[src/rtl/uart_rx_fifo_if.sv]
// Bus-side bundle for uart_rx_fifo: uart_rx write strobe, register-side pop
// port, and status/interrupt lines. The master drives stimulus; the FIFO is the slave.
interface uart_rx_fifo_if #(
  parameter int DEPTH = 16,
  parameter int AW    = 4
);
  logic          rx_en;
  logic          wr_vld;
  logic [7:0]    wr_data;
  logic          wr_perr;
  logic          rd_req;
  logic [7:0]    rd_data;
  logic          rd_perr;
  logic          rd_vld;
  logic          empty;
  logic          full;
  logic [AW:0]   count;
  logic [AW:0]   thresh;
  logic          irq_lvl;
  logic          overrun;
  logic          ovr_clr;
  logic          irq_tout;

  modport master (
    output rx_en, wr_vld, wr_data, wr_perr, rd_req, thresh, ovr_clr,
    input  rd_data, rd_perr, rd_vld, empty, full, count, irq_lvl, overrun, irq_tout
  );

  modport slave (
    input  rx_en, wr_vld, wr_data, wr_perr, rd_req, thresh, ovr_clr,
    output rd_data, rd_perr, rd_vld, empty, full, count, irq_lvl, overrun, irq_tout
  );
endinterface

[src/rtl/uart_rx_fifo.sv]
// Receive FIFO behind uart_rx: {perr,data} circular buffer with a registered pop
// port, level/overrun status. Idle timeout irq is enabled by UART_RX_FIFO_TIMEOUT_EN.
module uart_rx_fifo #(
  parameter int DEPTH    = 16,
  parameter int AW       = 4,
  parameter int TOUT_CYC = 640
) (
  input  logic           clk,
  input  logic           rst,
  uart_rx_fifo_if.slave  bus
);

  localparam logic [AW:0] DEPTH_C = (AW+1)'(DEPTH);

  if (DEPTH != (1 << AW) || DEPTH < 2 || DEPTH > 256 || TOUT_CYC < 2 || TOUT_CYC > 65536)
  begin : g_bad_cfg
    $error("uart_rx_fifo: inconsistent DEPTH/AW/TOUT_CYC");
  end

  logic [8:0]    mem [DEPTH];
  logic [AW-1:0] wr_ptr, rd_ptr;
  logic [AW:0]   cnt;
  logic          is_empty, is_full;
  logic          wr_acc, rd_acc, wr_drop;
  logic [7:0]    rd_data_q;
  logic          rd_perr_q, rd_vld_q, ovr_q;

  assign is_empty = (cnt == '0);
  assign is_full  = (cnt == DEPTH_C);

  // Full/empty come from the registered count, so a write and a read in the
  // same cycle on a full FIFO still drop the write; no fall-through when empty.
  assign wr_acc  = bus.rx_en && bus.wr_vld && !is_full;
  assign wr_drop = bus.rx_en && bus.wr_vld &&  is_full;
  assign rd_acc  = bus.rx_en && bus.rd_req && !is_empty;

  always_ff @(posedge clk) begin
    if (wr_acc) mem[wr_ptr] <= {bus.wr_perr, bus.wr_data};
  end

  always_ff @(posedge clk) begin
    if (rst) begin
      wr_ptr    <= '0;
      rd_ptr    <= '0;
      cnt       <= '0;
      rd_data_q <= 8'hFF;
      rd_perr_q <= 1'b0;
      rd_vld_q  <= 1'b0;
      ovr_q     <= 1'b0;
    end else if (!bus.rx_en) begin
      wr_ptr    <= '0;
      rd_ptr    <= '0;
      cnt       <= '0;
      rd_vld_q  <= 1'b0;
      ovr_q     <= 1'b0;
    end else begin
      rd_vld_q <= rd_acc;
      if (wr_acc) wr_ptr <= wr_ptr + 1'b1;
      if (rd_acc) begin
        rd_ptr                 <= rd_ptr + 1'b1;
        {rd_perr_q, rd_data_q} <= mem[rd_ptr];
      end
      case ({wr_acc, rd_acc})
        2'b10:   cnt <= cnt + 1'b1;
        2'b01:   cnt <= cnt - 1'b1;
        default: cnt <= cnt;
      endcase
      if (wr_drop)          ovr_q <= 1'b1;
      else if (bus.ovr_clr) ovr_q <= 1'b0;
    end
  end

  assign bus.rd_data = rd_data_q;
  assign bus.rd_perr = rd_perr_q;
  assign bus.rd_vld  = rd_vld_q;
  assign bus.empty   = is_empty;
  assign bus.full    = is_full;
  assign bus.count   = cnt;
  assign bus.overrun = ovr_q;
  // thresh above DEPTH can never be reached by cnt, so it never fires
  assign bus.irq_lvl = (bus.thresh != '0) && (cnt >= bus.thresh);

`ifdef UART_RX_FIFO_TIMEOUT_EN
  logic [15:0] tout_cnt;
  logic        tout_q;

  always_ff @(posedge clk) begin
    if (rst || !bus.rx_en) begin
      tout_cnt <= '0;
      tout_q   <= 1'b0;
    end else begin
      if (wr_acc || rd_acc || is_empty) tout_cnt <= '0;
      else if (tout_cnt != 16'hFFFF)    tout_cnt <= tout_cnt + 1'b1;
      if (rd_acc)                                 tout_q <= 1'b0;
      else if (tout_cnt == 16'(TOUT_CYC - 1))     tout_q <= 1'b1;
    end
  end

  assign bus.irq_tout = tout_q;
`else
  assign bus.irq_tout = 1'b0;
`endif

endmodule

[src/flat_wrapper.sv]
// flat-port wrapper written by rule: the top's interface ports become plain ports
module uart_rx_fifo_flat 
#(
  parameter int DEPTH    = 16,
  parameter int AW       = 4,
  parameter int TOUT_CYC = 640
)
  (clk, rst, bus_rx_en, bus_wr_vld, bus_wr_data, bus_wr_perr, bus_rd_req, bus_thresh, bus_ovr_clr, bus_rd_data, bus_rd_perr, bus_rd_vld, bus_empty, bus_full, bus_count, bus_irq_lvl, bus_overrun, bus_irq_tout);
  uart_rx_fifo_if #(.DEPTH(DEPTH), .AW(AW)) bus_i ();
  input  logic clk;
  input  logic rst;
  input wire logic [$bits(bus_i.rx_en)-1:0] bus_rx_en;
  input wire logic [$bits(bus_i.wr_vld)-1:0] bus_wr_vld;
  input wire logic [$bits(bus_i.wr_data)-1:0] bus_wr_data;
  input wire logic [$bits(bus_i.wr_perr)-1:0] bus_wr_perr;
  input wire logic [$bits(bus_i.rd_req)-1:0] bus_rd_req;
  input wire logic [$bits(bus_i.thresh)-1:0] bus_thresh;
  input wire logic [$bits(bus_i.ovr_clr)-1:0] bus_ovr_clr;
  output wire logic [$bits(bus_i.rd_data)-1:0] bus_rd_data;
  output wire logic [$bits(bus_i.rd_perr)-1:0] bus_rd_perr;
  output wire logic [$bits(bus_i.rd_vld)-1:0] bus_rd_vld;
  output wire logic [$bits(bus_i.empty)-1:0] bus_empty;
  output wire logic [$bits(bus_i.full)-1:0] bus_full;
  output wire logic [$bits(bus_i.count)-1:0] bus_count;
  output wire logic [$bits(bus_i.irq_lvl)-1:0] bus_irq_lvl;
  output wire logic [$bits(bus_i.overrun)-1:0] bus_overrun;
  output wire logic [$bits(bus_i.irq_tout)-1:0] bus_irq_tout;
  assign bus_i.rx_en = bus_rx_en;
  assign bus_i.wr_vld = bus_wr_vld;
  assign bus_i.wr_data = bus_wr_data;
  assign bus_i.wr_perr = bus_wr_perr;
  assign bus_i.rd_req = bus_rd_req;
  assign bus_i.thresh = bus_thresh;
  assign bus_i.ovr_clr = bus_ovr_clr;
  assign bus_rd_data = bus_i.rd_data;
  assign bus_rd_perr = bus_i.rd_perr;
  assign bus_rd_vld = bus_i.rd_vld;
  assign bus_empty = bus_i.empty;
  assign bus_full = bus_i.full;
  assign bus_count = bus_i.count;
  assign bus_irq_lvl = bus_i.irq_lvl;
  assign bus_overrun = bus_i.overrun;
  assign bus_irq_tout = bus_i.irq_tout;
  uart_rx_fifo #(.DEPTH(DEPTH), .AW(AW), .TOUT_CYC(TOUT_CYC)) u_core (.clk(clk), .rst(rst), .bus(bus_i));
endmodule
[config.mk]
export PLATFORM = sky130hd
export DESIGN_NAME = uart_rx_fifo_flat
export DESIGN_NICKNAME = d
export VERILOG_FILES = /design/src/rtl/uart_rx_fifo_if.sv /design/src/rtl/uart_rx_fifo.sv /design/src/flat_wrapper.sv
export SDC_FILE = /design/constraint.sdc
export NUM_CORES = 1
export LEC_CHECK = 0
export ABC_AREA = 1
export BUFFER_PORTS_ARGS = -buffer_cell sky130_fd_sc_hd__buf_4
export CORE_ASPECT_RATIO = 1.2
export CORE_MARGIN = 3
export CORE_UTILIZATION = 55
export DETAILED_ROUTE_END_ITERATION = 8
export GPL_TIMING_DRIVEN = 0
export HOLD_SLACK_MARGIN = 0.08
export PLACE_DENSITY_LB_ADDON = 0.25
export SYNTH_ARGS = -nofsm -noshare
export SYNTH_HDL_FRONTEND = slang
export SYNTH_SLANG_ARGS = --single-unit
[constraint.sdc]
create_clock -name clk -period 4.22 [get_ports clk]
set_input_delay 0.633 -clock clk [delete_from_list [all_inputs] [get_ports clk]]
set_output_delay 0.633 -clock clk [all_outputs]
set_load 0.01 [all_outputs]
==> reports/results.txt <==
I/O pin total: 40
crit end category: flop
Hold Buf Count CTS: 0
Starting Density: 57.2%
switching share of power: 20.8%
Setup-failing EPs final: 0
CTS tree: done
Async S/R FF share, synth: 0%
gr usage total: 25.8%
logic gate share of total power: 5.8%
DP HPWL: 12,400 µm
Vias: 5,355
initial drt markers: 595
Min Hold Slack: 0.452 ns
Slew Viols, Final: 0
Clock Pin Slew Worst Setup and Hold Paths: 0.07 ns
sequential area share after synthesis: 65.5%
global-route wire length before repair: 28,600 µm
ys flop type: edfxtp_1
Synth Area per Inst: 9.93 µm²
post-route ant nets: 0
Via-to-Cell Ratio: 5.51
die width: 111 µm
vias in the first global route: 5,283
CTS max path bufs: 2
clock skew: 0.0125 ns
PortBufs: 37
unrepaired setup endpoints after global routing: false
Lkg Pwr: 3.50 nW
Final Util: 66.0%
Filler cells: 983
ANT cells: 0
CP startpoint kind: flop
Netlist Area Pre-Place: 7340 µm²
RR Startpoint: u_core.bus.count[4]
most common cell after layout, fill and taps aside: nand2_1
final number of hold-violating endpoints: 0
pwr/cell area: 443 nW/µm²
die height: 133 µm
layout cells sized above 1: 12.5%
WL final: 18,500 µm
GPL Wtd Cong: 0.913
status: finished clean
termination of the worst setup path: u_core.bus.count[4]
DR WL/cell: 19.0 µm
CTS Sinks: 168
HP Class: input port to flop
part of the cycle the worst path needs: 61.1%
syn nets: 773
CP required: 4.58 ns
htree depth: 4
worst slew margin relative to its limit: 34.3%
Area Overhead vs Synth: 15.5%
Place WS: 1.66 ns
met2 WL post-DR: 9500 µm
Setup Fix Bufs, Post-CTS: 0
post_cts resized: 0
dpl cell area: 7820 µm²
Seq pwr share: 48.6%
VDD IR max: 253 µV
total CTS buffers: 17
Final nets: 829
r2r endpoint: u_core.bus.count[4]
Max Fanout on Critical Path: 11
number of synthesized flops with an enable pin: 144
hold depth: 4
cells after synthesis: 739
Residual DRC: 0
Fmax: 388 MHz
top sig layer: met4
Core ar.: 12,800 µm²
Root Buffer: clkbuf_16
largest net degree at the start of global routing: 17
Cell Int Power: 2.97 mW
Period minus WS final: 2.58 ns
CP startpoint: u_core.bus.count[4]
slack of the critical path: 1.64 ns
FF-to-FF path depth: 18
Switch Pwr: 0.781 mW
CP arrival: 2.94 ns
final instance area: 8480 µm²
M1 wire length: 7000 µm
drt first pass iters: 5
maxcap violations: 0
Cell Rows: 45
number of library cell types mapped by synthesis: 31
setup TNS: 0 ns
Seq cells post-synth: 168
area of the die: 14,800 µm²
slew at the pin with the worst max-slew slack: 0.982 ns
worst skew pair latency: 0.43 ns
WS Path Type: flop to flop
R2R setup slack: 1.64 ns
most used cells in the layout excluding fill and tap cells: nand2_1 (280), edfxtp_1 (144), nand3_1 (66)
WL met3: 1100 µm
Clk pwr share: 45.6%
total gr overflow: 0
Synth warnings: 0
initial antenna violation count: 0
[synthesized netlist by cell type (2+ instances only)]
master / instances / area share (%)
ha_1: 14 / 2.4
nor2_1: 52 / 2.7
o21ai_0: 21 / 1.4
buf_2: 16 / 1.1
nand3_1: 66 / 4.5
nor3_1: 3 / 0.20
xor2_1: 4 / 0.48
a21oi_1: 22 / 1.5
inv_2: 4 / 0.20
dfxtp_1: 24 / 6.5
nand2_1: 280 / 14
buf_4: 9 / 0.92
inv_1: 56 / 2.9
nand2_2: 2 / 0.17
nand4_1: 2 / 0.17
edfxtp_1: 144 / 59
clkbuf_1: 5 / 0.26
o211ai_1: 2 / 0.20
[how the worst min path moves through the flow]
stage,start,endpoint
finish,bus_ovr_clr,u_core.bus.overrun
global route,bus_ovr_clr,u_core.bus.overrun
CTS,bus_ovr_clr,u_core.bus.overrun
detailed placement,u_core.bus.rd_data[2],u_core.bus.rd_data[2]
global placement,u_core.bus.overrun,u_core.bus.overrun
floorplan,u_core.wr_ptr[3],u_core.wr_ptr[3]
[critical path: stages, from the launching register on]
cell     delay, ns
dfxtp_1       0.48
inv_1         0.08
nand4_1       0.15
nand2_2       0.10
inv_2         0.07
nand2_1       0.07
inv_1         0.12
buf_6         0.18
ha_1          0.30
xor2_1        0.23
ha_1          0.17
inv_1         0.04
nand2_1       0.09
nand3_1       0.11
nand2_1       0.08
nand2_1       0.04
nand2_1       0.05
nand2_1       0.05
a21oi_1       0.11
[state kept, by name, indices dropped and copies added, names as in the netlist]
register and count:
u_core.bus.count 5, u_core.bus.overrun 1, u_core.bus.rd_data 8, u_core.bus.rd_perr 1
u_core.bus.rd_vld 1, u_core.mem 144, u_core.rd_ptr 4, u_core.wr_ptr 4
[power groups by stage]
stage                     Clock (mW)  Sequential [mW]  Combinational (mW)
after floorplan                    0             1.86               0.113
after global placement             0             1.86               0.206
after detailed placement           0             1.86               0.214
after CTS                       1.71             1.82               0.216
after global routing            1.79             1.82               0.240
final                           1.71             1.82               0.217
[logic make-up after synthesis]
logic type                 Yosys count  share of synthesized area, %
AOI/OAI and AO/OA                   49                          3.53
buffers and inverters               93                          5.59
xor gates and xnor gates             5                         0.597
DFF                                168                          65.5
other                                1                        0.0511
adders and majority gates           14                          2.39
and+or+nand+nor                    409                          22.4
[metal layers]
metal	GRT usage, %	vias up
li1	-	2547
met1	30.6	2523
met2	45.2	234
met3	5.26	51
met4	12.0	0
met5	0	-
[cell type report]
| type | count | area (µm²) | area share [%] |
|---|---|---|---|
| buffer | 32 | 181 | 2.14 |
| clock buffer | 21 | 460 | 5.43 |
| clock inverter | 11 | 193 | 2.27 |
| inverter | 61 | 229 | 2.70 |
| multi-input combinational | 478 | 2130 | 25.1 |
| sequential | 168 | 4800 | 56.7 |
| tap | 164 | 205 | 2.42 |
| timing repair buffer | 37 | 278 | 3.28 |
[metrics by stage]
| stage | power (mW) | cells |
|---|---|---|
| 2_1_floorplan | 1.98 | 739 |
| 3_3_place_gp | 2.07 | 940 |
| 6_report | 3.75 | 972 |
| 4_1_cts | 3.75 | 972 |
| 3_5_place_dp | 2.07 | 940 |
| 5_1_grt | 3.86 | 972 |
Note: power is estimated with default switching activity, not from simulation.
